===== src/rtl/mc_pkg.sv =====
// mc_pkg: shared definitions for the multicycle MIPS main controller.
// Holds the state encodings, opcode constants, select/ALU codes, the control
// bundle carried from the output decoder to the top, and an opcode legality
// helper.
package mc_pkg;

    localparam int MC_STATE_W = 4;
    localparam int MC_OP_W    = 6;

    typedef enum logic [MC_STATE_W-1:0] {
        S_INIT    = 4'd0,
        S_FETCH   = 4'd1,
        S_DECODE  = 4'd2,
        S_MEMADR  = 4'd3,
        S_MEMRD   = 4'd4,
        S_MEMWB   = 4'd5,
        S_MEMWR   = 4'd6,
        S_EXEC    = 4'd7,
        S_RWB     = 4'd8,
        S_BRANCH  = 4'd9,
        S_JUMP    = 4'd10,
        S_ADDI_EX = 4'd11,
        S_ADDI_WB = 4'd12
    } state_t;

    localparam logic [MC_OP_W-1:0] OP_RTYPE = 6'b000000;
    localparam logic [MC_OP_W-1:0] OP_LW    = 6'b100011;
    localparam logic [MC_OP_W-1:0] OP_SW    = 6'b101011;
    localparam logic [MC_OP_W-1:0] OP_BEQ   = 6'b000100;
    localparam logic [MC_OP_W-1:0] OP_J     = 6'b000010;
    localparam logic [MC_OP_W-1:0] OP_ADDI  = 6'b001000;

    localparam logic [1:0] ALUOP_ADD   = 2'b00;
    localparam logic [1:0] ALUOP_SUB   = 2'b01;
    localparam logic [1:0] ALUOP_FUNCT = 2'b10;

    localparam logic [1:0] PCSRC_ALU    = 2'b00;
    localparam logic [1:0] PCSRC_ALUOUT = 2'b01;
    localparam logic [1:0] PCSRC_JUMP   = 2'b10;

    localparam logic [1:0] ALUB_REG    = 2'b00;
    localparam logic [1:0] ALUB_FOUR   = 2'b01;
    localparam logic [1:0] ALUB_IMM    = 2'b10;
    localparam logic [1:0] ALUB_IMM_SH = 2'b11;

    // Datapath control bundle produced from the state register.
    typedef struct packed {
        logic       pc_write;
        logic       pc_write_cond;
        logic       i_or_d;
        logic       mem_read;
        logic       mem_write;
        logic       ir_write;
        logic       mem_to_reg;
        logic       reg_dst;
        logic       reg_write;
        logic       alu_src_a;
        logic [1:0] alu_src_b;
        logic [1:0] alu_op;
        logic [1:0] pc_source;
    } ctrl_t;

    localparam int    CTRL_W    = $bits(ctrl_t);
    localparam ctrl_t CTRL_IDLE = ctrl_t'({CTRL_W{1'b0}});

    // True for the opcodes this controller knows how to sequence.
    function automatic logic op_is_legal(input logic [MC_OP_W-1:0] op);
        logic legal;
        case (op)
            OP_RTYPE, OP_LW, OP_SW, OP_BEQ, OP_J, OP_ADDI: legal = 1'b1;
            default:                                       legal = 1'b0;
        endcase
        return legal;
    endfunction

endpackage


===== src/rtl/mc_ctrl_fsm_if.sv =====
// mc_ctrl_fsm_if: controller <-> datapath control bus.
//   opcode, zero, mem_ready : datapath status into the controller
//   pc_write .. pc_source   : datapath selects and write-enables
//   illegal_op              : one-cycle pulse for an unsupported opcode
// master = controller side, slave = datapath side.
interface mc_ctrl_fsm_if;
    import mc_pkg::*;

    logic [MC_OP_W-1:0] opcode;
    logic               zero;
    logic               mem_ready;
    logic               pc_write;
    logic               pc_write_cond;
    logic               i_or_d;
    logic               mem_read;
    logic               mem_write;
    logic               ir_write;
    logic               mem_to_reg;
    logic               reg_dst;
    logic               reg_write;
    logic               alu_src_a;
    logic [1:0]         alu_src_b;
    logic [1:0]         alu_op;
    logic [1:0]         pc_source;
    logic               illegal_op;

    modport master (
        input  opcode, zero, mem_ready,
        output pc_write, pc_write_cond, i_or_d, mem_read, mem_write, ir_write,
               mem_to_reg, reg_dst, reg_write, alu_src_a, alu_src_b, alu_op,
               pc_source, illegal_op
    );

    modport slave (
        output opcode, zero, mem_ready,
        input  pc_write, pc_write_cond, i_or_d, mem_read, mem_write, ir_write,
               mem_to_reg, reg_dst, reg_write, alu_src_a, alu_src_b, alu_op,
               pc_source, illegal_op
    );

endinterface


===== src/rtl/mc_ctrl_outdec.sv =====
// mc_ctrl_outdec: combinational decode of the controller state into the
// datapath control bundle.
//   state     : current controller state
//   mem_ready : memory completion, only used to qualify the FETCH PC/IR load
//   ctrl      : control bundle (all zero in S_INIT and unknown encodings)
module mc_ctrl_outdec
    import mc_pkg::*;
(
    input  state_t state,
    input  logic   mem_ready,
    output ctrl_t  ctrl
);

    // Per-state control values; anything not set below stays 0.
    always_comb begin
        ctrl = CTRL_IDLE;
        case (state)
            S_FETCH: begin
                ctrl.mem_read  = 1'b1;
                ctrl.alu_src_b = ALUB_FOUR;
                ctrl.alu_op    = ALUOP_ADD;
                ctrl.pc_source = PCSRC_ALU;
                // PC+4 and IR load only once the instruction word is valid.
                ctrl.pc_write  = mem_ready;
                ctrl.ir_write  = mem_ready;
            end
            S_DECODE: begin
                // Speculatively compute the branch target into ALUOut.
                ctrl.alu_src_b = ALUB_IMM_SH;
                ctrl.alu_op    = ALUOP_ADD;
            end
            S_MEMADR, S_ADDI_EX: begin
                ctrl.alu_src_a = 1'b1;
                ctrl.alu_src_b = ALUB_IMM;
                ctrl.alu_op    = ALUOP_ADD;
            end
            S_MEMRD: begin
                ctrl.mem_read = 1'b1;
                ctrl.i_or_d   = 1'b1;
            end
            S_MEMWB: begin
                ctrl.reg_write  = 1'b1;
                ctrl.mem_to_reg = 1'b1;
            end
            S_MEMWR: begin
                ctrl.mem_write = 1'b1;
                ctrl.i_or_d    = 1'b1;
            end
            S_EXEC: begin
                ctrl.alu_src_a = 1'b1;
                ctrl.alu_src_b = ALUB_REG;
                ctrl.alu_op    = ALUOP_FUNCT;
            end
            S_RWB: begin
                ctrl.reg_write = 1'b1;
                ctrl.reg_dst   = 1'b1;
            end
            S_BRANCH: begin
                ctrl.alu_src_a     = 1'b1;
                ctrl.alu_src_b     = ALUB_REG;
                ctrl.alu_op        = ALUOP_SUB;
                ctrl.pc_write_cond = 1'b1;
                ctrl.pc_source     = PCSRC_ALUOUT;
            end
            S_JUMP: begin
                ctrl.pc_write  = 1'b1;
                ctrl.pc_source = PCSRC_JUMP;
            end
            S_ADDI_WB: begin
                ctrl.reg_write = 1'b1;
            end
            default: begin
                ctrl = CTRL_IDLE;
            end
        endcase
    end

endmodule


===== src/rtl/mc_ctrl_fsm.sv =====
// mc_ctrl_fsm: main control state machine of the multicycle MIPS datapath.
//   clk     : rising-edge clock
//   rst_n   : asynchronous active-low reset, forces S_INIT
//   bus     : control bus (opcode/zero/mem_ready in, selects/strobes out)
//   state_o : current state, for debug
// Holds the state register and next-state logic; output decode lives in
// mc_ctrl_outdec.
module mc_ctrl_fsm
    import mc_pkg::*;
#(
    parameter int STATE_W = 4,
    parameter int OP_W    = 6
) (
    input  logic               clk,
    input  logic               rst_n,
    mc_ctrl_fsm_if.master      bus,
    output logic [STATE_W-1:0] state_o
);

    state_t          state_r;
    state_t          state_nx_s;
    logic            is_store_r;
    logic [OP_W-1:0] op_s;
    ctrl_t           ctrl_s;

    assign op_s = bus.opcode;

    // State register; lw/sw choice is captured in DECODE so later opcode
    // changes cannot redirect the memory access.
    always_ff @(posedge clk or negedge rst_n) begin
        if (!rst_n) begin
            state_r    <= S_INIT;
            is_store_r <= 1'b0;
        end else begin
            state_r <= state_nx_s;
            if (state_r == S_DECODE) begin
                is_store_r <= (op_s == OP_SW);
            end
        end
    end

    // Next-state sequencing; unknown encodings recover to FETCH.
    always_comb begin
        state_nx_s = S_FETCH;
        case (state_r)
            S_INIT:    state_nx_s = S_FETCH;
            S_FETCH:   state_nx_s = bus.mem_ready ? S_DECODE : S_FETCH;
            S_DECODE: begin
                case (op_s)
                    OP_LW, OP_SW: state_nx_s = S_MEMADR;
                    OP_RTYPE:     state_nx_s = S_EXEC;
                    OP_BEQ:       state_nx_s = S_BRANCH;
                    OP_J:         state_nx_s = S_JUMP;
                    OP_ADDI:      state_nx_s = S_ADDI_EX;
                    default:      state_nx_s = S_FETCH;
                endcase
            end
            S_MEMADR:  state_nx_s = is_store_r ? S_MEMWR : S_MEMRD;
            S_MEMRD:   state_nx_s = bus.mem_ready ? S_MEMWB : S_MEMRD;
            S_MEMWB:   state_nx_s = S_FETCH;
            S_MEMWR:   state_nx_s = bus.mem_ready ? S_FETCH : S_MEMWR;
            S_EXEC:    state_nx_s = S_RWB;
            S_RWB:     state_nx_s = S_FETCH;
            S_BRANCH:  state_nx_s = S_FETCH;
            S_JUMP:    state_nx_s = S_FETCH;
            S_ADDI_EX: state_nx_s = S_ADDI_WB;
            S_ADDI_WB: state_nx_s = S_FETCH;
            default:   state_nx_s = S_FETCH;
        endcase
    end

    mc_ctrl_outdec u_outdec (
        .state     (state_r),
        .mem_ready (bus.mem_ready),
        .ctrl      (ctrl_s)
    );

    assign bus.pc_write      = ctrl_s.pc_write;
    assign bus.pc_write_cond = ctrl_s.pc_write_cond;
    assign bus.i_or_d        = ctrl_s.i_or_d;
    assign bus.mem_read      = ctrl_s.mem_read;
    assign bus.mem_write     = ctrl_s.mem_write;
    assign bus.ir_write      = ctrl_s.ir_write;
    assign bus.mem_to_reg    = ctrl_s.mem_to_reg;
    assign bus.reg_dst       = ctrl_s.reg_dst;
    assign bus.reg_write     = ctrl_s.reg_write;
    assign bus.alu_src_a     = ctrl_s.alu_src_a;
    assign bus.alu_src_b     = ctrl_s.alu_src_b;
    assign bus.alu_op        = ctrl_s.alu_op;
    assign bus.pc_source     = ctrl_s.pc_source;
    // The only output that looks at the opcode, and only while decoding.
    assign bus.illegal_op    = (state_r == S_DECODE) && !op_is_legal(op_s);
    assign state_o           = state_r;

endmodule


===== src/flat_wrapper.sv =====
// flat-port wrapper written by rule: the top's interface ports become plain ports
module mc_ctrl_fsm_flat import mc_pkg::*;
#(
    parameter int STATE_W = 4,
    parameter int OP_W    = 6
)
  (clk, rst_n, state_o, bus_opcode, bus_zero, bus_mem_ready, bus_pc_write, bus_pc_write_cond, bus_i_or_d, bus_mem_read, bus_mem_write, bus_ir_write, bus_mem_to_reg, bus_reg_dst, bus_reg_write, bus_alu_src_a, bus_alu_src_b, bus_alu_op, bus_pc_source, bus_illegal_op);
  mc_ctrl_fsm_if bus_i ();
  input  logic clk;
  input  logic rst_n;
  output logic [STATE_W-1:0] state_o;
  input wire logic [$bits(bus_i.opcode)-1:0] bus_opcode;
  input wire logic [$bits(bus_i.zero)-1:0] bus_zero;
  input wire logic [$bits(bus_i.mem_ready)-1:0] bus_mem_ready;
  output wire logic [$bits(bus_i.pc_write)-1:0] bus_pc_write;
  output wire logic [$bits(bus_i.pc_write_cond)-1:0] bus_pc_write_cond;
  output wire logic [$bits(bus_i.i_or_d)-1:0] bus_i_or_d;
  output wire logic [$bits(bus_i.mem_read)-1:0] bus_mem_read;
  output wire logic [$bits(bus_i.mem_write)-1:0] bus_mem_write;
  output wire logic [$bits(bus_i.ir_write)-1:0] bus_ir_write;
  output wire logic [$bits(bus_i.mem_to_reg)-1:0] bus_mem_to_reg;
  output wire logic [$bits(bus_i.reg_dst)-1:0] bus_reg_dst;
  output wire logic [$bits(bus_i.reg_write)-1:0] bus_reg_write;
  output wire logic [$bits(bus_i.alu_src_a)-1:0] bus_alu_src_a;
  output wire logic [$bits(bus_i.alu_src_b)-1:0] bus_alu_src_b;
  output wire logic [$bits(bus_i.alu_op)-1:0] bus_alu_op;
  output wire logic [$bits(bus_i.pc_source)-1:0] bus_pc_source;
  output wire logic [$bits(bus_i.illegal_op)-1:0] bus_illegal_op;
  assign bus_i.opcode = bus_opcode;
  assign bus_i.zero = bus_zero;
  assign bus_i.mem_ready = bus_mem_ready;
  assign bus_pc_write = bus_i.pc_write;
  assign bus_pc_write_cond = bus_i.pc_write_cond;
  assign bus_i_or_d = bus_i.i_or_d;
  assign bus_mem_read = bus_i.mem_read;
  assign bus_mem_write = bus_i.mem_write;
  assign bus_ir_write = bus_i.ir_write;
  assign bus_mem_to_reg = bus_i.mem_to_reg;
  assign bus_reg_dst = bus_i.reg_dst;
  assign bus_reg_write = bus_i.reg_write;
  assign bus_alu_src_a = bus_i.alu_src_a;
  assign bus_alu_src_b = bus_i.alu_src_b;
  assign bus_alu_op = bus_i.alu_op;
  assign bus_pc_source = bus_i.pc_source;
  assign bus_illegal_op = bus_i.illegal_op;
  mc_ctrl_fsm #(.STATE_W(STATE_W), .OP_W(OP_W)) u_core (.clk(clk), .rst_n(rst_n), .bus(bus_i), .state_o(state_o));
endmodule

===== config.mk =====
export PLATFORM = sky130hd
export DESIGN_NAME = mc_ctrl_fsm_flat
export DESIGN_NICKNAME = d
export VERILOG_FILES = /design/src/rtl/mc_pkg.sv /design/src/rtl/mc_ctrl_fsm_if.sv /design/src/rtl/mc_ctrl_outdec.sv /design/src/rtl/mc_ctrl_fsm.sv /design/src/flat_wrapper.sv
export SDC_FILE = /design/constraint.sdc
export NUM_CORES = 1
export LEC_CHECK = 0
export CORE_MARGIN = 2
export CORE_UTILIZATION = 32
export CTS_CLUSTER_DIAMETER = 80
export DETAILED_ROUTE_END_ITERATION = 8
export MAX_ROUTING_LAYER = met4
export PLACE_DENSITY = 0.75
export SYNTH_ARGS = -nofsm -noshare
export SYNTH_HDL_FRONTEND = slang
export SYNTH_SLANG_ARGS = --single-unit

===== constraint.sdc =====
create_clock -name clk -period 1.9 [get_ports clk]
set_input_delay 0.38 -clock clk [delete_from_list [all_inputs] [get_ports clk]]
set_output_delay 0.38 -clock clk [all_outputs]
set_load 0.03 [all_outputs]

Word-level counts from Yosys, hierarchy flattened
Index checks and enable logic that the tools add are counted.
Word-level totals
  register bits after elaboration: 5
  input bits: 10
  logic and storage cells: 48
Operators by class
  reduce and logical (&&, ||, !) cells: 10
  eq/ne operators: 17
  mux-type cells: 19
Operators with widths (number)
  4-bit case mux with 5 select lines: 2
  4-bit case mux with 7 select lines: 1
  4-bit equality test, second input constant: 5
  4-bit by 3-bit equality test with 1-bit output, second input constant: 4
  6-bit equality test, second input constant: 2
  1-bit two-way mux: 11
  4-bit by 2-bit equality test with 1-bit output, second input constant: 2
  2-bit OR reduction: 4
  6-bit by 2-bit equality test with 1-bit output, second input constant: 1
  6-bit by 3-bit equality test with 1-bit output, second input constant: 1
  6-bit by 4-bit equality test with 1-bit output, second input constant: 1
  6-bit zero test: 1
  6-bit OR reduction: 1
  4-bit by 1-bit equality test with 1-bit output, second input constant: 1
  2-bit two-way mux: 2
  2-bit case mux with 2 select lines: 1
  4-bit OR reduction: 1
  3-bit two-way mux: 1
  3-bit OR reduction: 1
  1-bit case mux with 2 select lines: 1
  1-bit logical AND: 1
  1-bit zero test: 1

Logic depth before layout (Yosys ltp)
Gate-level depths: netlist (run 1).
  depth after elaboration: 5
  mapped depth: 4

Modules after synthesis
From an unflattened synthesis (run 1), not the netlist that was laid out.
Second synthesis, totals
  cells, all modules: 73
  area total of the unflattened synthesis: 611.8 µm²
By module, submodules not included
  mc_ctrl_fsm: sequential area each 125.1 µm², instances 1, cells an instance 42, area an instance 371.6 µm²
  mc_ctrl_outdec: sequential area each 0.0 µm², instances 1, cells an instance 31, area an instance 240.2 µm²

Least setup slack after synthesis (run 1)
No wires, ideal clock.
  kind: register -> output
  start point: register u_core.state_r[1] (netlist: u_core.state_o[1])
  end point: output port bus_pc_write
  cell stages (with the launch flop): 4
  slack: -0.780 ns
  arrival time: 2.300 ns
  path through: dfrtp_1 nand2b_1 nor4b_1 or2_1
On the way
  word-level cells in the longest chain between the ends: 2
  elaborated cells on any way between the ends: 3
  classes of those cells: eq/ne (2); mux (1)
Ends and longest elaborated chain
  start, declared: line mc_ctrl_fsm.sv:20  | state_t state_r;
  start signal, assigned: line mc_ctrl_fsm.sv:35  | state_r <= state_nx_s;
  4-bit equality test / 4-bit by 1-bit equality test with 1-bit output (equally long branches): line mc_ctrl_outdec.sv:17  | case (state)
  1-bit case mux with 2 select lines (*): line mc_ctrl_outdec.sv:17
  end, declared: line flat_wrapper.sv:15  | output wire logic [$bits(bus_i.pc_write)-1:0] bus_pc_write;
Mark *: on every way between the ends. The rest lies on a longest branch, timed or not.

Final worst setup path (run 1)
  start point: input port bus_opcode[1]
  end point: output port bus_illegal_op
On the way
  word-level cells in the longest chain between the ends: 5
  elaborated cells on any way between the ends: 10
  classes of those cells: eq/ne (5); mux (1); reduce/logical (4)
Ends and longest elaborated chain
  start, declared: line flat_wrapper.sv:12  | input wire logic [$bits(bus_i.opcode)-1:0] bus_opcode;
  6-bit equality test, or another cell as far along: line mc_pkg.sv:69  | case (op)
  6-bit OR reduction (*): line mc_pkg.sv:69
  1-bit two-way mux (*): line mc_pkg.sv:69
  1-bit zero test (*): line mc_ctrl_fsm.sv:92  | assign bus.illegal_op = (state_r == S_DECODE) && !op_is_legal(op_s);
  1-bit logical AND (*): line mc_ctrl_fsm.sv:92
  end, declared: line flat_wrapper.sv:28  | output wire logic [$bits(bus_i.illegal_op)-1:0] bus_illegal_op;
Marked as above.

==> results by stage, run 1 <==
GRT:
- The first global-routing pass estimated 2790 um of wire.
- Global routing used 19.5% of the available tracks.
- Entering global routing, the biggest net connects 16 pins.
- The number of global-route vias before repair is 659.
- Global routing finished with a remaining overflow of 0.
- The initial antenna violation count is 0.

Timing:
- The worst slew margin relative to its limit is 78.3%.
- At the pin with the least slew margin, the transition time is 325 ps.
- On the final layout, the worst clock skew is 2.80 ps.
- Setup violations remaining at the end of the flow were counted as 0.
- In the finished design, the share of the clock period the worst path needs comes to 98.9%.
- The count of pins over their slew limit came to 0.
- Setup repair after global routing could not meet its margin everywhere.
- The total negative slack for setup checks is 0 ps.
- The hold violation total from the final report is 0.
- Subtracting the final worst setup slack from the clock period gives 1880 ps.
- Based on the critical path, the design can be clocked at up to 532 MHz.

Floorplan:
- The die is 44.7 um tall.
- 31 I/O pins were placed.
- The initialized floorplan defines 14 standard-cell rows.
- The initial cell density of the core is 34.8%.
- The floorplan step defined a die boundary enclosing 2000 sq um.
- The horizontal die dimension is 44.7 um.
- In this run the standard cell core region covers 1520 sq um.

Clocking:
- The CTS tree is yes.
- The clock insertion delay at the later pin of the skew report is 240 ps.
- The CTS H-tree depth is 1.
- The tree built by TritonCTS fans out to 5 sinks.
- The maximum count of clock buffers along a single path is 2.
- The total CTS buffers is 3.
- Clock-pin slew was measured on the worst setup and hold paths at 50 ps.
- The clock root buffer is clkbuf_4.

Layout:
- The fraction of layout cells with a size suffix above 1 is 45.2%.
- The finished cells cover 1030 sq um.
- In the final design database the tool counted 126 nets.
- Compared with the post-synthesis result, the final layout area differs by 93.6%.
- The number of antenna cells inserted is 0.

Synth:
- The per-instance average area after synthesis is 7.80 sq um.
- The number of cells produced by synthesis is 68.
- The count of synthesis-stage warnings from yosys is 0.
- The total nets after synthesis is 78.
- Yosys mapped the design onto 35 distinct sky130hd cell types.
- The share of synthesized registers carrying an async set or reset is 100%.
- The mapped cell area is 531 sq um.
- The main flop type after synthesis is dfrtp_1.
- The total of flip-flops plus latches after synthesis is 5.
- The share of the Yosys chip area taken by registers is 23.6%.
- The number of flops mapped to enable cells by yosys is 0.

Route:
- The vias after detailed routing is 712.
- The remaining number of nets flagged by the antenna check after routing is 0.
- The first routing iteration left 12 violations.
- The wire length reported by the detailed router is 1730 um.
- After detailed routing, the number of remaining DRC violations is 0.
- The detailed-route wire length per cell is 13.2 um.
- Before antenna repair, the detailed router went through 4 iterations.
- The vias per cell is 5.44.

Setup path:
- The critical path capture point type is a primary output.
- The category of the critical setup timing path is in2out.
- The arrival time reported for the critical path endpoint is 1500 ps.
- The data required time at the worst endpoint is 1520 ps.
- The worst-path maximum fanout is 2.
- The worst setup path is launched from a primary input.

Hold path:
- The kind of path behind the tightest hold check is in2async.

Status:
- The flow ran to the end, and the final reports show no timing, DRC or antenna violations.

Placement:
- The number of buffers inserted by port buffering is 29.
- The standard cell area after detailed placement is 906 sq um.
- The estimated wirelength of the detail-placed design is 1230 um.
- The final weighted congestion of routability-driven global placement is 0.765.

Run:
- The tool flagged a number of max-cap violations equal to 0.

Power and ir drop:
- The total power per unit cell area is 1470 nW/um^2.
- The peak supply drop is 0.795 mV.
- For this design the static power due to leakage is 0.466 nW.
worst max-delay path: stages:
cell and delay, ps:
clkdlybuf4s50_1 420, nor4_2 280, nand2_1 90, and3_1 200, buf_6 140
report_power, final:
part           internal (mW)  total [mW]  switching (mW)
logic                  0.554        1.22           0.663
clock network         0.0795       0.124          0.0449
registers              0.144       0.172          0.0274
metal layers:
layer	routed length [um]	share of wire [%]	vias up	track usage (%)
met5	0	0	-	-
met4	15	0.87	0	6.67
met3	143	8.3	2	5.20
met2	890	52	30	35.1
met1	675	39	335	20.3
li1	-	-	345	-
logic make-up (layout without fill, tap and decap cells):
kind of cell | count (synthesis) | in the layout | synth area share, %
AND/OR/NAND/NOR | 36 | 36 | 42.0
AO/OA/AOI/OAI | 17 | 17 | 23.1
flip-flops | 5 | 5 | 23.6
multiplexers | 1 | 1 | 1.89
buffers and inverters | 7 | 54 | 6.13
XOR/XNOR | 2 | 2 | 3.30
final timing paths:
kind | cells after the start | to | slack (ps) | start
max | 5 | bus_illegal_op | 20 | bus_opcode[1]
min | 1 | u_core.state_o[2] | 350 | rst_n
max reg2reg | 4 | u_core.state_o[2] | 270 | u_core.state_o[2]
min reg2reg | 2 | u_core.is_store_r | 530 | u_core.is_store_r
max in group asynchronous | 1 | u_core.is_store_r | 1360 | rst_n
min in group clk | 2 | u_core.is_store_r | 530 | u_core.is_store_r
cell usage after synthesis (2+ instances only):
library cell / instances / share of area (%)
dfrtp_1: 5 / 24
nand2b_1: 5 / 5.9
nor3b_1: 4 / 5.7
clkbuf_1: 2 / 1.4
o211ai_1: 2 / 2.8
a211oi_1: 2 / 2.8
inv_1: 2 / 1.4
o21ai_1: 4 / 3.8
nand3_1: 2 / 1.9
buf_2: 2 / 1.9
nor2_1: 8 / 5.7
nor4b_2: 2 / 5.7
nor3_1: 3 / 2.8
nand2_1: 4 / 2.8
sequential cells by signal (all words and copies together) (netlist names):
name	flops
u_core.is_store_r	1
u_core.state_o	4
cell type report:
type / count / area (sq um)
Tap cell: 16 / 20.0
Fill cell: 137 / 497
Inverter: 2 / 7.51
Multi-Input combinational cell: 56 / 429
Sequential cell: 5 / 125
Clock buffer: 4 / 26.3
Timing Repair Buffer: 48 / 419
cell usage in the layout, fill, tap and decap left out, drive strengths merged, types with 2 or more instances in the layout:
cell type      Yosys  final
dlygate4sd2        0      4
o21ai              5      5
nor2               8      8
nand3              2      2
nand2b             5      5
nor3b              4      4
o211ai             2      2
inv                2      2
buf                3     36
dfrtp              5      5
clkdlybuf4s50      0      7
clkbuf             2      4
nor4b              3      3
nand2              4      4
a211oi             2      2
nor3               3      3
what timing repair did:
| action | CTS | global route |
|---|---|---|
| gates resized for setup | 13 | 11 |
| pin swaps | 1 | 5 |
| setup buffers | 0 | 5 |
| setup endpoints to repair | 5 | 7 |
| hold buffers | 0 | 0 |
metrics by stage:
stage          power [mW]  utilization (%)  instances  worst slack [ps]  hold slack (ps)
2_1_floorplan       0.847                -         68              -112             84.4
3_5_place_dp         1.23             59.4        122              -563              516
3_3_place_gp         1.21             59.4        122              -467              503
4_1_cts              1.36             61.6        126             -40.7              355
6_report             1.51             67.4        131              20.8              351
5_1_grt              1.61             67.4        131             -57.3              362
Power figures use the tool's default switching activity.
==> inputs of run 2 (changes only) <==
--- a/config.mk
+++ b/config.mk
@@ -5,6 +5,7 @@
 export SDC_FILE = /design/constraint.sdc
 export NUM_CORES = 1
 export LEC_CHECK = 0
+export CORE_ASPECT_RATIO = 1.2
 export CORE_MARGIN = 2
 export CORE_UTILIZATION = 32
 export CTS_CLUSTER_DIAMETER = 80
==> constraint.sdc (replaced) <==
create_clock -name clk -period 2.4 [get_ports clk]
set_input_delay 0.48 -clock clk [delete_from_list [all_inputs] [get_ports clk]]
set_output_delay 0.48 -clock clk [all_outputs]
set_load 0.03 [all_outputs]
==> results by stage, run 2 (synthesis gave the netlist of run 1 again) <==
Clocking:
- The total CTS buffers is 3 (unchanged).
- The CTS H-tree depth is 1 (unchanged).
- The clock sink count is 5 (unchanged).
- The number of post-CTS setup repair buffers is 0 (unchanged).
- The clock insertion delay at the later pin of the skew report is 240 ps (about the same).
- The number of hold buffers added after CTS is 0 (unchanged).
- The clock root buffer is clkbuf_4.
- The maximum count of clock buffers along a single path is 2 (unchanged).
- The clock slew seen by the registers of the worst setup and hold paths is 40 ps (about the same).
- The CTS tree is yes.

Layout:
- The number of antenna cells inserted was 0 (unchanged).
- In the layout the commonest cells are buf_4, clkdlybuf4s50_1, dlymetal6s2s_1.
- The number of flip-flops in the largest register is 4 (unchanged).
- The most common cell after layout, fill and taps aside is buf_4.
- The fraction of layout cells with a size suffix above 1 is 23.6% (-22 points).
- The number of nets in the layout is 121 (-4.0%).
- The final instance area came to 981 sq um (-4.5%).
- The area growth from synthesis to layout is 84.9%.
- The utilization after layout is 61.3% (-6.2 points).

Setup path:
- The worst-path maximum fanout is 8 (+6).
- The slowest stage of the critical path belongs to the cell clkdlybuf4s50_1.
- The critical path startpoint category is a flip-flop.
- The arrival time reported for the critical path endpoint came to 1830 ps (+330 ps).
- Traced cell by cell, the critical path runs through nand2b_1 > nor3_1 > clkdlybuf4s50_1.
- The biggest cell delay along the critical path is 690 ps (+270 ps).
- The data required time at the worst endpoint is 1920 ps (+400 ps).
- The critical path capture point type is a primary output.
- The critical path is of the reg2out type.

Timing:
- The hold violation total from the final report came to 0 (unchanged).
- The worst slew margin relative to its limit is 77.4% (-0.87 points).
- The routed design could run at a clock period as short as 2310 ps.
- The count of pins over their slew limit is 0 (unchanged).
- The actual transition at the worst max-transition pin is 339 ps (+13.9 ps).
- The final setup violation count is 0 (unchanged).
- Of the available clock period, the critical path in the final layout requires 96.4%.
- The worst hold margin is 466 ps (+115 ps).
- The maximum achievable frequency is 432 MHz.
- The largest clock skew in the final design is 1.86 ps (-0.942 ps).
- Setup repair after global routing left no endpoint under its margin.

Route:
- The vias after detailed routing is 670 (-5.9%).
- The number of detailed-route iterations in the first pass is 4 (unchanged).
- The vias per cell came to 5.23 (-3.7%).
- The starting DRC count in detailed routing is 5 (-7).
- The remaining number of nets flagged by the antenna check after routing came to 0 (unchanged).
- The total DRC errors in the routed layout was 0 (unchanged).
- The detailed-route wire length per cell is 12.6 um (-4.1%).
- The wire length reported by the detailed router is 1620 um (-6.3%).

Run:
- The number of maximum-capacitance violations is 0 (unchanged).

Power and ir drop:
- The static leakage was 0.539 nW (+15%).
- The peak supply drop came to 0.594 mV (-25%).
- The total power per unit cell area is 1080 nW/um^2 (-27%).

Floorplan:
- The area of the core was 1600 sq um (+5.1%).
- The area enclosed by the die boundary is 2000 sq um (about the same).
- The total number of placement rows is 16 (+2).
- The initial cell density of the core is 33.1% (-1.7 points).
- The horizontal die dimension is 41.2 um (-7.9%).
- The number of ports placed on the die boundary was 31 (unchanged).
- The die extent in y is 48.6 um (+8.7%).

Hold path:
- In this run the worst hold path is classified as in2async.

Placement:
- The number of buffers inserted by port buffering was 29 (unchanged).
- The final weighted congestion of routability-driven global placement was 0.814 (+6.4%).
- The standard cell area after detailed placement came to 925 sq um (+2.1%).
- The estimated wirelength of the detail-placed design is 1270 um (+3.5%).

Status:
- The flow ran to the end, and the final reports show no timing, DRC or antenna violations.

GRT:
- The number of global-route vias before repair is 626 (-5.0%).
- The total routing resource utilization after global routing is 17.3% (-2.2 points).
- The largest net degree at the start of global routing is 12 (-4).
- The initial antenna violation count is 0 (unchanged).
- The leftover overflow at the end of global routing is 0 (unchanged).
- The first-pass GRT wire length was 2410 um (-14%).
==> run 2: cell types whose count changed in the layout (fill, tap and decap cells not counted), sizes merged <==
cell,change
buf,-20
clkbuf,+1
dlymetal6s2s,+9
clkdlybuf4s50,+8
dlygate4sd2,-3
==> run 2: worst max-delay path: cells and delay by family (launching register included) <==
kind	cells	cell delay, ps
flops	1	480
simple gates	2	420
buf+inv	1	690
==> run 2: where the power goes <==
| part | internal (mW) | switching (mW) |
|---|---|---|
| combinational | 0.356 | 0.443 |
| clock | 0.0628 | 0.0330 |
| sequential | 0.114 | 0.0500 |
==> run 2: final cells by class <==
| cell class | instances | area (sq um) |
|---|---|---|
| fillers | 158 | 621 |
| repair buffers | 43 | 409 |
| multi-input cells | 56 | 390 |
| flip-flops and latches | 5 | 125 |
| clock buffers | 4 | 26.3 |
| well taps | 18 | 22.5 |
| inverters | 2 | 7.51 |
==> run 2: layer usage <==
| metal | vias up | wire length (um) | GRT usage (%) |
|---|---|---|---|
| li1 | 336 | - | - |
| met1 | 307 | 633 | 18.3 |
| met2 | 27 | 870 | 28.6 |
| met3 | 0 | 113 | 2.75 |
| met4 | 0 | 0 | 9.14 |
| met5 | - | 0 | - |
==> run 2: timing repair <==
action                     in CTS  in global routing
gates cloned                    0                  0
pin swaps                       0                  0
setup endpoints to repair       2                 11
gates resized for setup         2                 14
==> run 2: final timing paths <==
| kind | to | cells after the start | from | slack (ps) |
|---|---|---|---|---|
| max reg2reg | u_core.state_o[2] | 4 | u_core.state_o[2] | 690 |
| min in group clk | u_core.is_store_r | 2 | u_core.is_store_r | 500 |
| min | u_core.is_store_r | 1 | rst_n | 470 |
| max in group asynchronous | u_core.state_o[2] | 1 | rst_n | 1740 |
| min reg2reg | u_core.is_store_r | 2 | u_core.is_store_r | 500 |
| max | bus_reg_dst | 3 | u_core.state_o[2] | 90 |
==> run 2: per-stage QoR <==
step	setup slack, ps	TNS (ps)	power [mW]	std cells
6_report	86.9	0	1.06	128
5_1_grt	0.880	0	1.13	128
4_1_cts	15.5	0	1.08	128
3_5_place_dp	-207	-207	0.981	124
3_3_place_gp	-193	-193	0.970	124
2_1_floorplan	68.2	0	0.649	68
==> inputs of run 3 (changes only) <==
--- a/config.mk
+++ b/config.mk
@@ -5,8 +5,7 @@
 export SDC_FILE = /design/constraint.sdc
 export NUM_CORES = 1
 export LEC_CHECK = 0
-export CORE_ASPECT_RATIO = 1.2
-export CORE_MARGIN = 2
+export CORE_MARGIN = 1
 export CORE_UTILIZATION = 32
 export CTS_CLUSTER_DIAMETER = 80
 export DETAILED_ROUTE_END_ITERATION = 8
==> results by stage, run 3 (synthesis gave the netlist of run 1 again) <==
Status:
- The flow ran to the end, and the final reports show no timing, DRC or antenna violations.

Clocking:
- The clock insertion delay at the later pin of the skew report is 250 ps (about the same).
- The CTS H-tree depth is 1 (unchanged).
- The clock sink count is 5 (unchanged).
- The clock root buffer is clkbuf_4.
- TritonCTS built the clock tree.
- The number of hold buffers added after CTS is 0 (unchanged).
- The maximum count of clock buffers along a single path is 2 (unchanged).
- The clock slew seen by the registers of the worst setup and hold paths is 50 ps (about the same).
- The total CTS buffers was 3 (unchanged).

GRT:
- The initial antenna violation count came to 0 (unchanged).
- The first-pass GRT wire length is 2570 um (+6.9%).
- The largest net degree at the start of global routing was 14 (+2).
- The leftover overflow at the end of global routing is 0 (unchanged).
- The total routing resource utilization after global routing is 19.5% (+2.2 points).
- The number of global-route vias before repair came to 606 (-3.2%).

Floorplan:
- The number of ports placed on the die boundary was 31 (unchanged).
- The horizontal die dimension came to 42.7 um (+3.8%).
- The area of the core is 1520 sq um (-4.8%).
- The total number of placement rows is 14 (-2).
- The die extent in y is 42.7 um (-12%).
- The initial cell density of the core is 34.8% (+1.7 points).
- The area enclosed by the die boundary is 1820 sq um (-8.8%).

Route:
- The met1 wire length is 570 um (-10%).
- The routed length on met3 came to 121 um (+7.1%).
- The number of detailed-route iterations in the first pass came to 4 (unchanged).
- The vias per cell is 5.29 (+1.1%).
- The starting DRC count in detailed routing was 8 (+3).
- The highest layer used for signal routing is met4.
- The vias after detailed routing is 651 (-2.8%).
- The detailed-route wire length per cell is 12.3 um (-2.4%).
- The wire length reported by the detailed router is 1520 um (-6.3%).
- The met2 layer wire length in the routed design is 778 um (-11%).
- The total DRC errors in the routed layout was 0 (unchanged).
- The remaining number of nets flagged by the antenna check after routing is 0 (unchanged).

Timing:
- The largest clock skew in the final design was 6.52 ps (+4.66 ps).
- The final period demand of the worst path is 2360 ps (+49.8 ps).
- The final setup violation count was 0 (unchanged).
- The worst hold margin is 445 ps (-21.8 ps).
- The final worst-path cycle share is 98.5% (+2.1 points).
- The actual transition at the worst max-transition pin came to 325 ps (-13.9 ps).
- The total negative slack for setup checks was 0 ps (unchanged).
- The count of pins over their slew limit was 0 (unchanged).
- The hold violation total from the final report is 0 (unchanged).
- The worst slew margin relative to its limit came to 78.3% (+0.87 points).
- The maximum achievable frequency is 423 MHz (-2.1%).

Setup path:
- The data required time at the worst endpoint is 1920 ps (about the same).
- The count of buffer and inverter cells on the critical path is 2 (+1).
- The startpoint identified for the worst register-to-register timing path is u_core.state_o[0].
- The worst-path maximum fanout came to 3 (-5).
- The category of the critical setup timing path is in2out.
- The worst setup slack for register-to-register paths is 730 ps (+40 ps).
- The arrival time reported for the critical path endpoint is 1880 ps (+50 ps).
- The biggest cell delay along the critical path is 460 ps (-230 ps).
- STA classifies the critical path endpoint as a primary output.
- The worst reg2reg path depth is 4 (unchanged).
- The end of the worst register-to-register path is u_core.state_o[2].
- The slowest stage of the critical path belongs to the cell clkdlybuf4s50_1.
- The kind of cell with the highest combined delay on the critical path is buffers and inverters.
- The critical path startpoint category is a primary input.
- Walking the worst path, the cells encountered are clkdlybuf4s50_1 > nor4_2 > nand2_1 > and3_1 > dlygate4sd2_1.

Layout:
- The final instance area is 955 sq um (-2.7%).
- Leaving out fill and tap cells, the most frequent cells in the layout are clkdlybuf4s50_1, buf_4, nor2_1.
- The number of antenna cells inserted was 0 (unchanged).
- Leaving out fill and tap cells, the most frequent cell in the layout is clkdlybuf4s50_1.
- The number of flip-flops in the largest register is 4 (unchanged).
- Compared with the post-synthesis result, the final layout area differs by 80.0%.
- The fraction of layout cells with a size suffix above 1 is 21.5% (-2.1 points).
- The number of nets in the layout came to 118 (-2.5%).
- The final non-filler cell total came to 123 (-3.9%).

Placement:
- The cell total after placement was 119 (-4.0%).
- The standard cell area after detailed placement came to 900 sq um (-2.7%).
- The estimated wirelength of the detail-placed design is 1130 um (-11%).
- The number of buffers inserted by port buffering came to 29 (unchanged).
- The final weighted congestion of routability-driven global placement was 0.792 (-2.6%).

Power and ir drop:
- The peak supply drop came to 0.439 mV (-26%).
- The total power per unit cell area is 1090 nW/um^2 (+0.82%).
- The static leakage is 0.486 nW (-9.7%).
- The power consumption was 1.04 mW (-1.9%).

Hold path:
- The kind of path behind the tightest hold check is in2async.

Run:
- The number of maximum-capacitance violations is 0 (unchanged).
## run 3: cell types whose count changed in the layout (fill, tap and decap cells not counted)
cell	before	now
dlygate4sd2_1	1	4
clkbuf_2	1	0
dlymetal6s2s_1	10	7
nor3_2	0	1
clkdlybuf4s50_1	15	16
buf_4	16	13
nor3_1	3	2
## run 3: cell type report
| type | count | area (sq um) |
|---|---|---|
| flip-flops and latches | 5 | 125 |
| clock buffers | 4 | 26.3 |
| multi-input cells | 56 | 395 |
| fillers | 140 | 569 |
| well taps | 16 | 20.0 |
| inverters | 2 | 7.51 |
| repair buffers | 40 | 380 |
## run 3: per-layer routing
layer,vias to the layer above,track usage (%)
li1,329,-
met1,283,20.5
met2,35,34.5
met3,4,1.28
met4,0,13.1
met5,-,-
## run 3: where the power goes
part / internal [mW] / switching, mW / leakage, nW
combinational: 0.336 / 0.454 / 0.407
sequential: 0.114 / 0.0347 / 0.0647
clock: 0.0630 / 0.0373 / 0.0150
## run 3: how the worst max path moves through the flow
stage / end / cells past startpoint / start
floorplan: bus_pc_write / 3 / u_core.state_o[1]
global placement: bus_illegal_op / 5 / bus_opcode[0]
detailed placement: bus_illegal_op / 5 / bus_opcode[0]
CTS: bus_illegal_op / 5 / bus_opcode[0]
global route: bus_illegal_op / 5 / bus_opcode[0]
finish: bus_illegal_op / 5 / bus_opcode[0]
## run 3: per-stage QoR
| stage | setup WS [ps] | utilization (%) |
|---|---|---|
| 3_3_place_gp | -193 | 59.0 |
| 3_5_place_dp | -212 | 59.0 |
| 6_report | 37.0 | 62.6 |
| 5_1_grt | -19.4 | 62.6 |
| 2_1_floorplan | 68.2 | - |
| 4_1_cts | 9.69 | 60.4 |
## run 3: repair_timing
| action | in CTS | in global routing |
|---|---|---|
| resized for setup | 4 | 10 |
| cloned | 0 | 0 |
| setup endpoints to repair | 4 | 8 |
| buffers inserted | 0 | 0 |
## run 3: worst register-to-register path, cell delays in order (launching register included)
cell and delay [ps]:
dfrtp_1 420, buf_4 200, or4b_4 570, nor4b_2 250, a311o_1 150
